## config.mk

```make
export PLATFORM = sky130hd
export DESIGN_NAME = add_sub_seq_ctrl_flat
export DESIGN_NICKNAME = d
export VERILOG_FILES = /design/src/rtl/add_sub_seq_ctrl_if.sv /design/src/rtl/add_sub_seq_ctrl.sv /design/src/flat_wrapper.sv
export SDC_FILE = /design/constraint.sdc
export NUM_CORES = 1
export LEC_CHECK = 0
export CAP_MARGIN = 25
export CORE_UTILIZATION = 40
export CTS_BUF_LIST = sky130_fd_sc_hd__clkbuf_16
export CTS_CLUSTER_SIZE = 14
export DETAILED_ROUTE_END_ITERATION = 16
export PLACE_DENSITY = 0.65
export RECOVER_POWER = 25
export SYNTH_ARGS = -nofsm -noshare
export SYNTH_HDL_FRONTEND = slang
export SYNTH_SLANG_ARGS = --single-unit
```

## constraint.sdc

```tcl
create_clock -name clk -period 7.8 [get_ports clk]
set_input_delay 1.56 -clock clk [delete_from_list [all_inputs] [get_ports clk]]
set_output_delay 1.56 -clock clk [all_outputs]
set_load 0.01 [all_outputs]
```

## src/rtl/add_sub_seq_ctrl_if.sv

```systemverilog
// add_sub_seq_ctrl_if: operand/result handshake bundle for the nibble-serial add/sub controller
interface add_sub_seq_ctrl_if #(parameter int WIDTH = 16);
    logic             in_valid;
    logic             in_ready;
    logic             m;
    logic [WIDTH-1:0] a;
    logic [WIDTH-1:0] b;
    logic             out_valid;
    logic             out_ready;
    logic [WIDTH-1:0] sum;
    logic             co;
    logic             ovf;
    logic             busy;
    modport master (output in_valid, m, a, b, out_ready,
                    input  in_ready, out_valid, sum, co, ovf, busy);
    modport slave  (input  in_valid, m, a, b, out_ready,
                    output in_ready, out_valid, sum, co, ovf, busy);
endinterface

```

## src/rtl/add_sub_seq_ctrl.sv

```systemverilog
// add_sub_seq_ctrl: WIDTH-bit add/subtract computed one nibble per cycle, LSB nibble first,
// with valid/ready handshakes on operands and result.
module add_sub_seq_ctrl #(
    parameter int WIDTH = 16
) (
    input logic               clk,
    input logic               rst,
    add_sub_seq_ctrl_if.slave bus
);
    localparam int N  = WIDTH / 4;
    localparam int IW = $clog2(N);
    localparam logic [1:0] IDLE = 2'd0;
    localparam logic [1:0] RUN  = 2'd1;
    localparam logic [1:0] DONE = 2'd2;
    logic [1:0]       state;
    logic [IW-1:0]    idx;
    logic             carry;
    logic             m_r;
    logic [WIDTH-1:0] a_r;
    logic [WIDTH-1:0] b_r;
    logic [WIDTH-1:0] sum_r;
    logic             co_r;
    logic             ovf_r;
    logic [3:0]       a_nib;
    logic [3:0]       b_nib;
    logic [4:0]       nib_sum;
    logic [3:0]       low3_sum;
    logic             last;
    always_comb begin
        a_nib    = a_r[{idx, 2'b00} +: 4];
        b_nib    = b_r[{idx, 2'b00} +: 4] ^ {4{m_r}};
        nib_sum  = {1'b0, a_nib} + {1'b0, b_nib} + {4'b0, carry};
        // carry out of bit 2 is the carry into the MSB when this is the top nibble
        low3_sum = {1'b0, a_nib[2:0]} + {1'b0, b_nib[2:0]} + {3'b0, carry};
        last     = idx == IW'(N - 1);
    end
    assign bus.in_ready  = state == IDLE && !rst;
    assign bus.out_valid = state == DONE;
    assign bus.busy      = state != IDLE;
    assign bus.sum       = sum_r;
    assign bus.co        = co_r;
    assign bus.ovf       = ovf_r;
    always_ff @(posedge clk) begin
        if (rst) begin
            state <= IDLE;
            idx   <= '0;
            carry <= 1'b0;
            m_r   <= 1'b0;
            a_r   <= '0;
            b_r   <= '0;
            sum_r <= '0;
            co_r  <= 1'b0;
            ovf_r <= 1'b0;
        end else if (state == IDLE) begin
            if (bus.in_valid) begin
                state <= RUN;
                a_r   <= bus.a;
                b_r   <= bus.b;
                m_r   <= bus.m;
                carry <= bus.m;
                idx   <= '0;
                sum_r <= '0;
            end
        end else if (state == RUN) begin
            sum_r[{idx, 2'b00} +: 4] <= nib_sum[3:0];
            carry <= nib_sum[4];
            idx   <= last ? '0 : idx + 1'b1;
            if (last) begin
                state <= DONE;
                co_r  <= nib_sum[4];
                ovf_r <= nib_sum[4] ^ low3_sum[3];
            end
        end else begin
            state <= bus.out_ready ? IDLE : DONE;
        end
    end
endmodule

```

## src/flat_wrapper.sv

```systemverilog
// flat-port wrapper written by rule: the top's interface ports become plain ports
module add_sub_seq_ctrl_flat 
#(
    parameter int WIDTH = 16
)
  (clk, rst, bus_in_valid, bus_m, bus_a, bus_b, bus_out_ready, bus_in_ready, bus_out_valid, bus_sum, bus_co, bus_ovf, bus_busy);
  add_sub_seq_ctrl_if #(.WIDTH(WIDTH)) bus_i ();
  input logic clk;
  input logic rst;
  input wire logic [$bits(bus_i.in_valid)-1:0] bus_in_valid;
  input wire logic [$bits(bus_i.m)-1:0] bus_m;
  input wire logic [$bits(bus_i.a)-1:0] bus_a;
  input wire logic [$bits(bus_i.b)-1:0] bus_b;
  input wire logic [$bits(bus_i.out_ready)-1:0] bus_out_ready;
  output wire logic [$bits(bus_i.in_ready)-1:0] bus_in_ready;
  output wire logic [$bits(bus_i.out_valid)-1:0] bus_out_valid;
  output wire logic [$bits(bus_i.sum)-1:0] bus_sum;
  output wire logic [$bits(bus_i.co)-1:0] bus_co;
  output wire logic [$bits(bus_i.ovf)-1:0] bus_ovf;
  output wire logic [$bits(bus_i.busy)-1:0] bus_busy;
  assign bus_i.in_valid = bus_in_valid;
  assign bus_i.m = bus_m;
  assign bus_i.a = bus_a;
  assign bus_i.b = bus_b;
  assign bus_i.out_ready = bus_out_ready;
  assign bus_in_ready = bus_i.in_ready;
  assign bus_out_valid = bus_i.out_valid;
  assign bus_sum = bus_i.sum;
  assign bus_co = bus_i.co;
  assign bus_ovf = bus_i.ovf;
  assign bus_busy = bus_i.busy;
  add_sub_seq_ctrl #(.WIDTH(WIDTH)) u_core (.clk(clk), .rst(rst), .bus(bus_i));
endmodule
```

# Yosys cells after proc, flatten, opt, wreduce, memory -nomap -nowiden
# Cells that the tools add are included.
[totals] output_inout_bits=21 word_cells=52 ff_bits=56
[op_classes] shift=4 n_eq_ne=5 bitwise_logic=3 muxes=16 n_reduce_logical=9 n_addsub=6
[ops] cell="$mux W16" count=3
[ops] cell="$shiftx A16 B5 Y4" count=2
[ops] cell="$mux W2" count=9
[ops] cell="$bwmux W16" count=1
[ops] cell="$shift A4 B6 Y16 const A" count=1
[ops] cell="$shiftx A4 B6 Y16" count=1
[ops] cell="$neg A4 Y6" count=1
[ops] cell="$reduce_and A2 Y1" count=3
[ops] cell="$add A4 B4 Y5" count=1
[ops] cell="$add A5 B1 Y5" count=1
[ops] cell="$add A3 B3 Y4" count=1
[ops] cell="$add A4 B1 Y4" count=1
[ops] cell="$eq A2 B2 Y1 const B" count=2
[ops] cell="$reduce_bool A2 Y1" count=2
[ops] cell="$xor A4 B4 Y4" count=1
[ops] cell="$mux W1" count=3
[ops] cell="$ne A3 B1 Y1 const B" count=1
[ops] cell="$reduce_and A3 Y1" count=1
[ops] cell="$add A2 B1 Y2 const B" count=1
[ops] cell="$eq A2 B1 Y1 const B" count=1
[ops] cell="$logic_not A2 Y1" count=1
[ops] cell="$ne A2 B2 Y1 const B" count=1
[ops] cell="$logic_and A1 B1 Y1" count=1
[ops] cell="$logic_not A1 Y1" count=1
[ops] cell="other kinds (2)" count=2

# Logic depth before layout (Yosys ltp)
# Gate-level depths: netlist of the first run.
[depth] depth_word=8 depth_mapped=9 ltp_nobuf=8

# Least setup slack after synthesis of the first run
# OpenSTA, ideal clock, no wires.
[synth_path] path_kind="input to output" start="in rst" end="out bus_in_ready" slack_ps=4019 n_path_buf=2 stages=3 t_arrival_ps=2221 required_time_ps=6240 path_cell_list="clkbuf_1 clkbuf_1 nor2_1"
[synth_via] elab_chain_cells=2
[synth_lines] element="start, declared" line="flat_wrapper.sv:9" rtl="input logic rst;"
[synth_lines] element="$logic_not A1 Y1" line="add_sub_seq_ctrl.sv:37" rtl="assign bus.in_ready = state == IDLE && !rst;"
[synth_lines] element="$logic_and A1 B1 Y1" line="add_sub_seq_ctrl.sv:37"
[synth_lines] element="end, declared" line="flat_wrapper.sv:15" rtl="output wire logic [$bits(bus_i.in_ready)-1:0] bus_in_ready;"
# Every way passes these cells.

# Worst setup path after layout of the first run
# Ends and elaborated chain as after synthesis.

==> results of run 1 <==
power by group through the flow:
stage | Combinational, µW | Clock, µW | Sequential (µW)
2_1_floorplan | 66.2 | 0 | 310
3_3_place_gp | 97.4 | 0 | 314
3_5_place_dp | 99.3 | 0 | 315
4_1_cts | 99.8 | 262 | 308
5_1_grt | 112 | 274 | 310
6_report | 103 | 258 | 308
cell type report:
type / instances / area [µm²] / share of cell area (%)
clock buffer: 5 / 125 / 3.76
clock inverter: 3 / 47.5 / 1.43
inverter: 9 / 33.8 / 1.02
multi-input combinational: 210 / 1280 / 38.4
sequential: 56 / 1120 / 33.7
tap: 75 / 93.8 / 2.82
timing repair buffer: 60 / 628 / 18.9
worst paths after layout:
| check | end | cells after the start |
|---|---|---|
| hold reg to reg | u_core.b_r[6]$_SDFFE_PP0P_ | 2 |
| setup reg to reg | u_core.carry$_SDFFE_PP0P_ | 8 |
| hold / removal | u_core.b_r[6]$_SDFFE_PP0P_ | 2 |
| setup / recovery | bus_in_ready | 4 |
logic make-up (layout without fill, tap and decap cells):
group / Yosys count / after routing / share of synthesized area, %
multiplexers: 8 / 8 / 7.15
XOR/XNOR: 7 / 7 / 2.43
adder cells (fa/ha/maj): 9 / 9 / 5.06
AO/OA/AOI/OAI: 62 / 62 / 14.6
buffers and inverters: 27 / 77 / 4.87
flip-flops: 56 / 56 / 44.5
AND/OR/NAND/NOR: 124 / 124 / 21.4
critical path: stages:
cell	delay (ns)
buf_2	0.12
buf_12	0.19
nor2_1	0.12
clkdlybuf4s50_1	0.53
cell usage in the layout (no fill, tap or decap), types with 3 or more instances in the layout:
master           instances
mux4_2                   8
nor3_1                   4
ha_1                     7
dfxtp_1                 56
xor2_1                   3
a2bb2oi_1                6
a21oi_1                 41
nor2_1                  23
nand3_1                  7
clkbuf_16                5
clkdlybuf4s50_1         54
inv_1                    9
o31ai_1                  3
nand2_1                 77
a21o_1                   4
xnor2_1                  4
registers in the layout (all words and copies together) (netlist names):
name            flops
u_core.idx          2
u_core.bus.co       1
u_core.a_r         16
u_core.carry        1
u_core.b_r         16
u_core.m_r          1
u_core.bus.ovf      1
u_core.bus.sum     16
u_core.state        2
metrics by stage:
step                      total power, µW  hold WS, ns  cells  area (µm²)
after floorplan                       376        0.433    293        2520
after global placement                412        0.440    407        3090
after detailed placement              414        0.447    407        3090
after CTS                             670        0.456    415        3260
after global routing                  697        0.470    418        3330
final                                 669        0.454    418        3330
routing by layer:
metal | global-route usage, % | wire length (µm) | part of all wire (%) | vias to the layer above
li1 | - | - | - | 1089
met1 | 22.4 | 2470 | 44 | 981
met2 | 30.7 | 2760 | 50 | 60
met3 | 3.48 | 252 | 4.5 | 7
met4 | 6.43 | 80 | 1.4 | 0
met5 | 0 | 0 | 0 | -
==> flow_metrics.py, run 1 <==
metrics = {
    "drt": {
        "routedWlPerCell_um": 13.3,
        "dr.first_iter.drc_count": 67,
        "vias_per_cell": 5.11,
        "vias": 2137,
        "wl_mm": 5.57,
        "drcViolationCount": 0,
        "final_antenna_net_count": 0,
        "first_pass_iters": 4,
    },
    "layout": {
        "nets": 388,
        "n_fill_cell": 554,
        "finish.utilization_pct": 55.5,
        "areaGrowthSynthToFinish_pct": 32.0,
        "final_layout_size_suffix_gt1_share_pct": 7.00,
        "diodes": 0,
    },
    "logic_synthesis": {
        "synth_area_leaders": "dfxtp_1 44%, nand2_1 11%, a21oi_1 8.1%",
        "ys_ff_latch": 56,
        "synth.most_common_cell": "nand2_1",
        "synth_top_cell_area_share_pct": 44.5,
        "ys_top_cells_by_count": "77 x nand2_1, 56 x dfxtp_1, 41 x a21oi_1, 23 x nor2_1, 11 x clkbuf_1",
        "synthFlopType": "dfxtp_1",
        "ys_async_sr_fraction_pct": 0,
        "avgSynthCellArea_um2": 8.60,
        "syn-num-nets": 339,
        "synth_cells": 293,
        "synth_area_um2": 2520,
        "synth_edf_count": 0,
        "ys_seq_area_share_pct": 44.5,
        "yosys_warnings": 0,
        "yosysTopAreaCell": "dfxtp_1",
        "synth_cell_types": 34,
    },
    "global_routing": {
        "grt-ovfl-total": 0,
        "gr-usage-all-layers_pct": 18.0,
        "grt_max_degree": 58,
        "antenna_found_initial": 0,
        "first_global_vias": 1954,
        "grt_pass1_wl_mm": 9.03,
    },
    "power": {
        "internal_power_uw": 503,
        "p_clk_share_pct": 38.5,
        "p_seq_share_pct": 46.1,
        "p_leak_uw": 0.00125,
        "switching_share_pct": 24.7,
        "ir_worst_vdd_uv": 95.3,
        "p_sw_uw": 165,
        "p_comb_share_pct": 15.4,
        "p_per_area_nw_per_um2": 201,
    },
    "setup_path": {
        "cp_max_fo": 56,
        "worst_ep_required_time_ns": 6.24,
        "arrival_ns": 2.52,
        "reg2reg_slack_ns": 4.40,
        "start_kind": "input port",
        "worst-setup-path-type": "in2out",
        "worstSetupEndpointType": "output port",
        "cp-startpoint": "rst",
        "r2r_start": "u_core.idx[0]$_SDFFE_PP0P_",
    },
    "clocking": {
        "cts.sinks": 56,
        "numCtsBuffers": 5,
        "htree_levels": 2,
        "clock_latency_ns": 0.30,
        "cts_setup_buffers": 0,
        "cts_tree": "yes",
        "clockRootBuffer": "clkbuf_16",
        "path_clk_slew_ns": 0.07,
        "clock_path_buffers": 2,
        "cts_hold_buf": 0,
        "cts_resized": 0,
    },
    "min_path": {
        "hp-start": "u_core.b_r[6]$_SDFFE_PP0P_",
        "hold_class": "reg2reg",
    },
    "timing": {
        "finalSetupViolCount": 0,
        "worst_pin_slew_ns": 0.748,
        "slew_viol_final": 0,
        "fin_crit_ns": 4.08,
        "setup-tns-final_ns": 0,
        "finalCritPeriodShare_pct": 52.4,
        "rsz0062_at_grt": "false",
        "worst_slack_ns": 3.72,
        "max-slew-margin-rel_pct": 50.1,
        "fin_skew_ns": 0.00722,
        "hold_violations": 0,
        "fmax_mhz": 245,
    },
    "place": {
        "post-place-ws_ns": 3.28,
        "portBuffers": 57,
        "hpwl_mm": 3.86,
        "place.gp.congestion": 0.818,
    },
    "flow_run": {
        "maxCapViolCount": 0,
    },
    "run_status": {
        "status": "finished clean",
    },
    "die": {
        "dieArea_um2": 6620,
        "core_um2": 5990,
        "initial_utilization_pct": 42.1,
        "fp-row-count": 28,
        "io_pins": 58,
        "die_width_um": 81.4,
        "die_h_um": 81.4,
    },
}
(Power assumes the default switching activity.)
==> inputs of run 2 (changes only) <==
--- a/config.mk
+++ b/config.mk
@@ -10,7 +10,7 @@
 export CTS_BUF_LIST = sky130_fd_sc_hd__clkbuf_16
 export CTS_CLUSTER_SIZE = 14
 export DETAILED_ROUTE_END_ITERATION = 16
-export PLACE_DENSITY = 0.65
+export PLACE_DENSITY = 0.68
 export RECOVER_POWER = 25
 export SYNTH_ARGS = -nofsm -noshare
 export SYNTH_HDL_FRONTEND = slang
==> constraint.sdc (replaced) <==
create_clock -name clk -period 3.46 [get_ports clk]
set_input_delay 0.692 -clock clk [delete_from_list [all_inputs] [get_ports clk]]
set_output_delay 0.692 -clock clk [all_outputs]
set_load 0.01 [all_outputs]
==> run 2 against run 1 <==
Combinational power is 120% higher. Wire length is 1.5% lower. Via count is 1.8% lower. Core utilization is 0.44 points lower. Final cell count is 0.48% higher. Largest cell class unchanged. Die area stayed put. Sequential cell count stayed put.
==> flow_metrics.py, run 2 (synthesized netlist as in run 1, its figures left out) <==
metrics = {
    "place": {
        "place.gp.congestion": 0.833,
        "hpwl_mm": 3.84,
        "portBuffers": 57,
        "post-place-ws_ns": 0.629,
        "dp_cells": 411,
    },
    "timing": {
        "finalCritPeriodShare_pct": 81.9,
        "fin_skew_ns": 0.00719,
        "setup-tns-final_ns": 0,
        "hold_violations": 0,
        "fmax_mhz": 353,
        "max-slew-margin-rel_pct": 15.8,
        "fin_crit_ns": 2.83,
        "slew_viol_final": 0,
        "rsz0062_at_grt": "false",
        "worst_slack_ns": 0.626,
        "finalSetupViolCount": 0,
        "worst_pin_slew_ns": 1.26,
    },
    "clocking": {
        "htree_levels": 2,
        "cts_resized": 0,
        "clockRootBuffer": "clkbuf_16",
        "cts_hold_buf": 0,
        "cts.sinks": 56,
        "cts_setup_buffers": 0,
        "clock_latency_ns": 0.29,
        "numCtsBuffers": 5,
        "cts_tree": "yes",
        "path_clk_slew_ns": 0.07,
        "clock_path_buffers": 2,
    },
    "global_routing": {
        "grt_pass1_wl_mm": 9.00,
        "antenna_found_initial": 0,
        "first_global_vias": 1945,
        "grt_max_degree": 57,
        "gr-usage-all-layers_pct": 17.7,
        "grt-ovfl-total": 0,
    },
    "die": {
        "dieArea_um2": 6620,
        "die_h_um": 81.4,
        "initial_utilization_pct": 42.1,
        "io_pins": 58,
        "die_width_um": 81.4,
        "fp-row-count": 28,
        "core_um2": 5990,
    },
    "power": {
        "p_per_area_nw_per_um2": 449,
        "p_leak_uw": 0.00125,
        "power_uw": 1480,
        "ir_worst_vdd_uv": 201,
    },
    "setup_path": {
        "reg2reg_slack_ns": 0.63,
        "cp_cell_sequence": "buf_4 > mux4_2 > xor2_1 > inv_1 > fa_1 > nand2b_1 > a21oi_1 > nor2_1 > o41ai_1",
        "worstSetupEndpointType": "flop",
        "cp_num_buf_inv": 2,
        "critPathTopFamily": "compound AO/OA/AOI/OAI gates",
        "start_kind": "flop",
        "slowest_stage": "mux4_2",
        "critPathMaxStageDelay_ns": 0.54,
        "worst-setup-path-type": "reg2reg",
        "worst_ep_required_time_ns": 3.65,
        "cp_max_fo": 13,
        "arrival_ns": 3.02,
    },
    "drt": {
        "vias": 2099,
        "vias_per_cell": 5.00,
        "final_antenna_net_count": 0,
        "first_pass_iters": 4,
        "routedWlPerCell_um": 13.1,
        "drcViolationCount": 0,
        "dr.first_iter.drc_count": 151,
        "wl_mm": 5.48,
    },
    "layout": {
        "areaGrowthSynthToFinish_pct": 30.9,
        "finish.utilization_pct": 55.1,
        "final_layout_size_suffix_gt1_share_pct": 7.25,
        "diodes": 0,
        "final_common_cell": "nand2_1",
        "nets": 390,
        "fin_cells": 420,
        "most-common-layout-cells": "77 x nand2_1, 56 x dfxtp_1, 50 x clkdlybuf4s50_1",
    },
    "run_status": {
        "status": "finished clean",
    },
    "flow_run": {
        "maxCapViolCount": 0,
    },
    "min_path": {
        "hold_class": "reg2reg",
    },
}
-- run 2: changes by cell type in the layout (fill, tap and decap cells not counted), moves of 2 or more --
cell | previous run | this run
clkinv_4 | 2 | 0
clkdlybuf4s50_1 | 54 | 50
dlygate4sd3_1 | 2 | 6
buf_4 | 0 | 3
-- run 2: worst reg2reg max path: cells and delay by family, from the launching register on --
family	cells	cell delay, ns
multiplexers	1	0.54
buffers and inverters	2	0.34
XOR/XNOR	1	0.20
flip-flops	1	0.36
AO/OA/AOI/OAI	2	0.61
adder cells (fa/ha/maj)	1	0.45
AND/OR/NAND/NOR	2	0.23
-- run 2: routing by layer --
metal	global-route usage (%)	share of wire (%)	up-vias
met5	0	0	-
met4	6.07	1.4	0
met3	3.71	4.4	10
met2	29.2	47	55
met1	22.8	47	948
li1	-	-	1086
-- run 2: worst paths after layout --
path | cells past startpoint | startpoint | to
max reg2reg | 9 | u_core.idx[0]$_SDFFE_PP0P_ | u_core.carry$_SDFFE_PP0P_
max | 9 | u_core.idx[0]$_SDFFE_PP0P_ | u_core.carry$_SDFFE_PP0P_
min | 2 | u_core.a_r[6]$_SDFFE_PP0P_ | u_core.a_r[6]$_SDFFE_PP0P_
min reg2reg | 2 | u_core.a_r[6]$_SDFFE_PP0P_ | u_core.a_r[6]$_SDFFE_PP0P_
-- run 2: through the flow --
step           hold slack (ns)  instance area (µm²)
6_report                 0.454                 3300
5_1_grt                  0.476                 3300
4_1_cts                  0.456                 3290
3_5_place_dp             0.447                 3120
3_3_place_gp             0.440                 3120
2_1_floorplan            0.433                 2520
-- run 2: area by class of cell --
type                       count  area, µm²
clock buffer                   5        125
sequential                    56       1120
tap                           75       93.8
inverter                       9       33.8
multi-input combinational    210       1280
timing repair buffer          62        607
fill                         559       2690
clock inverter                 3       42.5
-- run 2: report_power, final --
| part | internal, µW | switching [µW] |
|---|---|---|
| Combinational | 114 | 116 |
| Sequential | 672 | 16.8 |
| Clock | 340 | 223 |
| Total | 1130 | 356 |
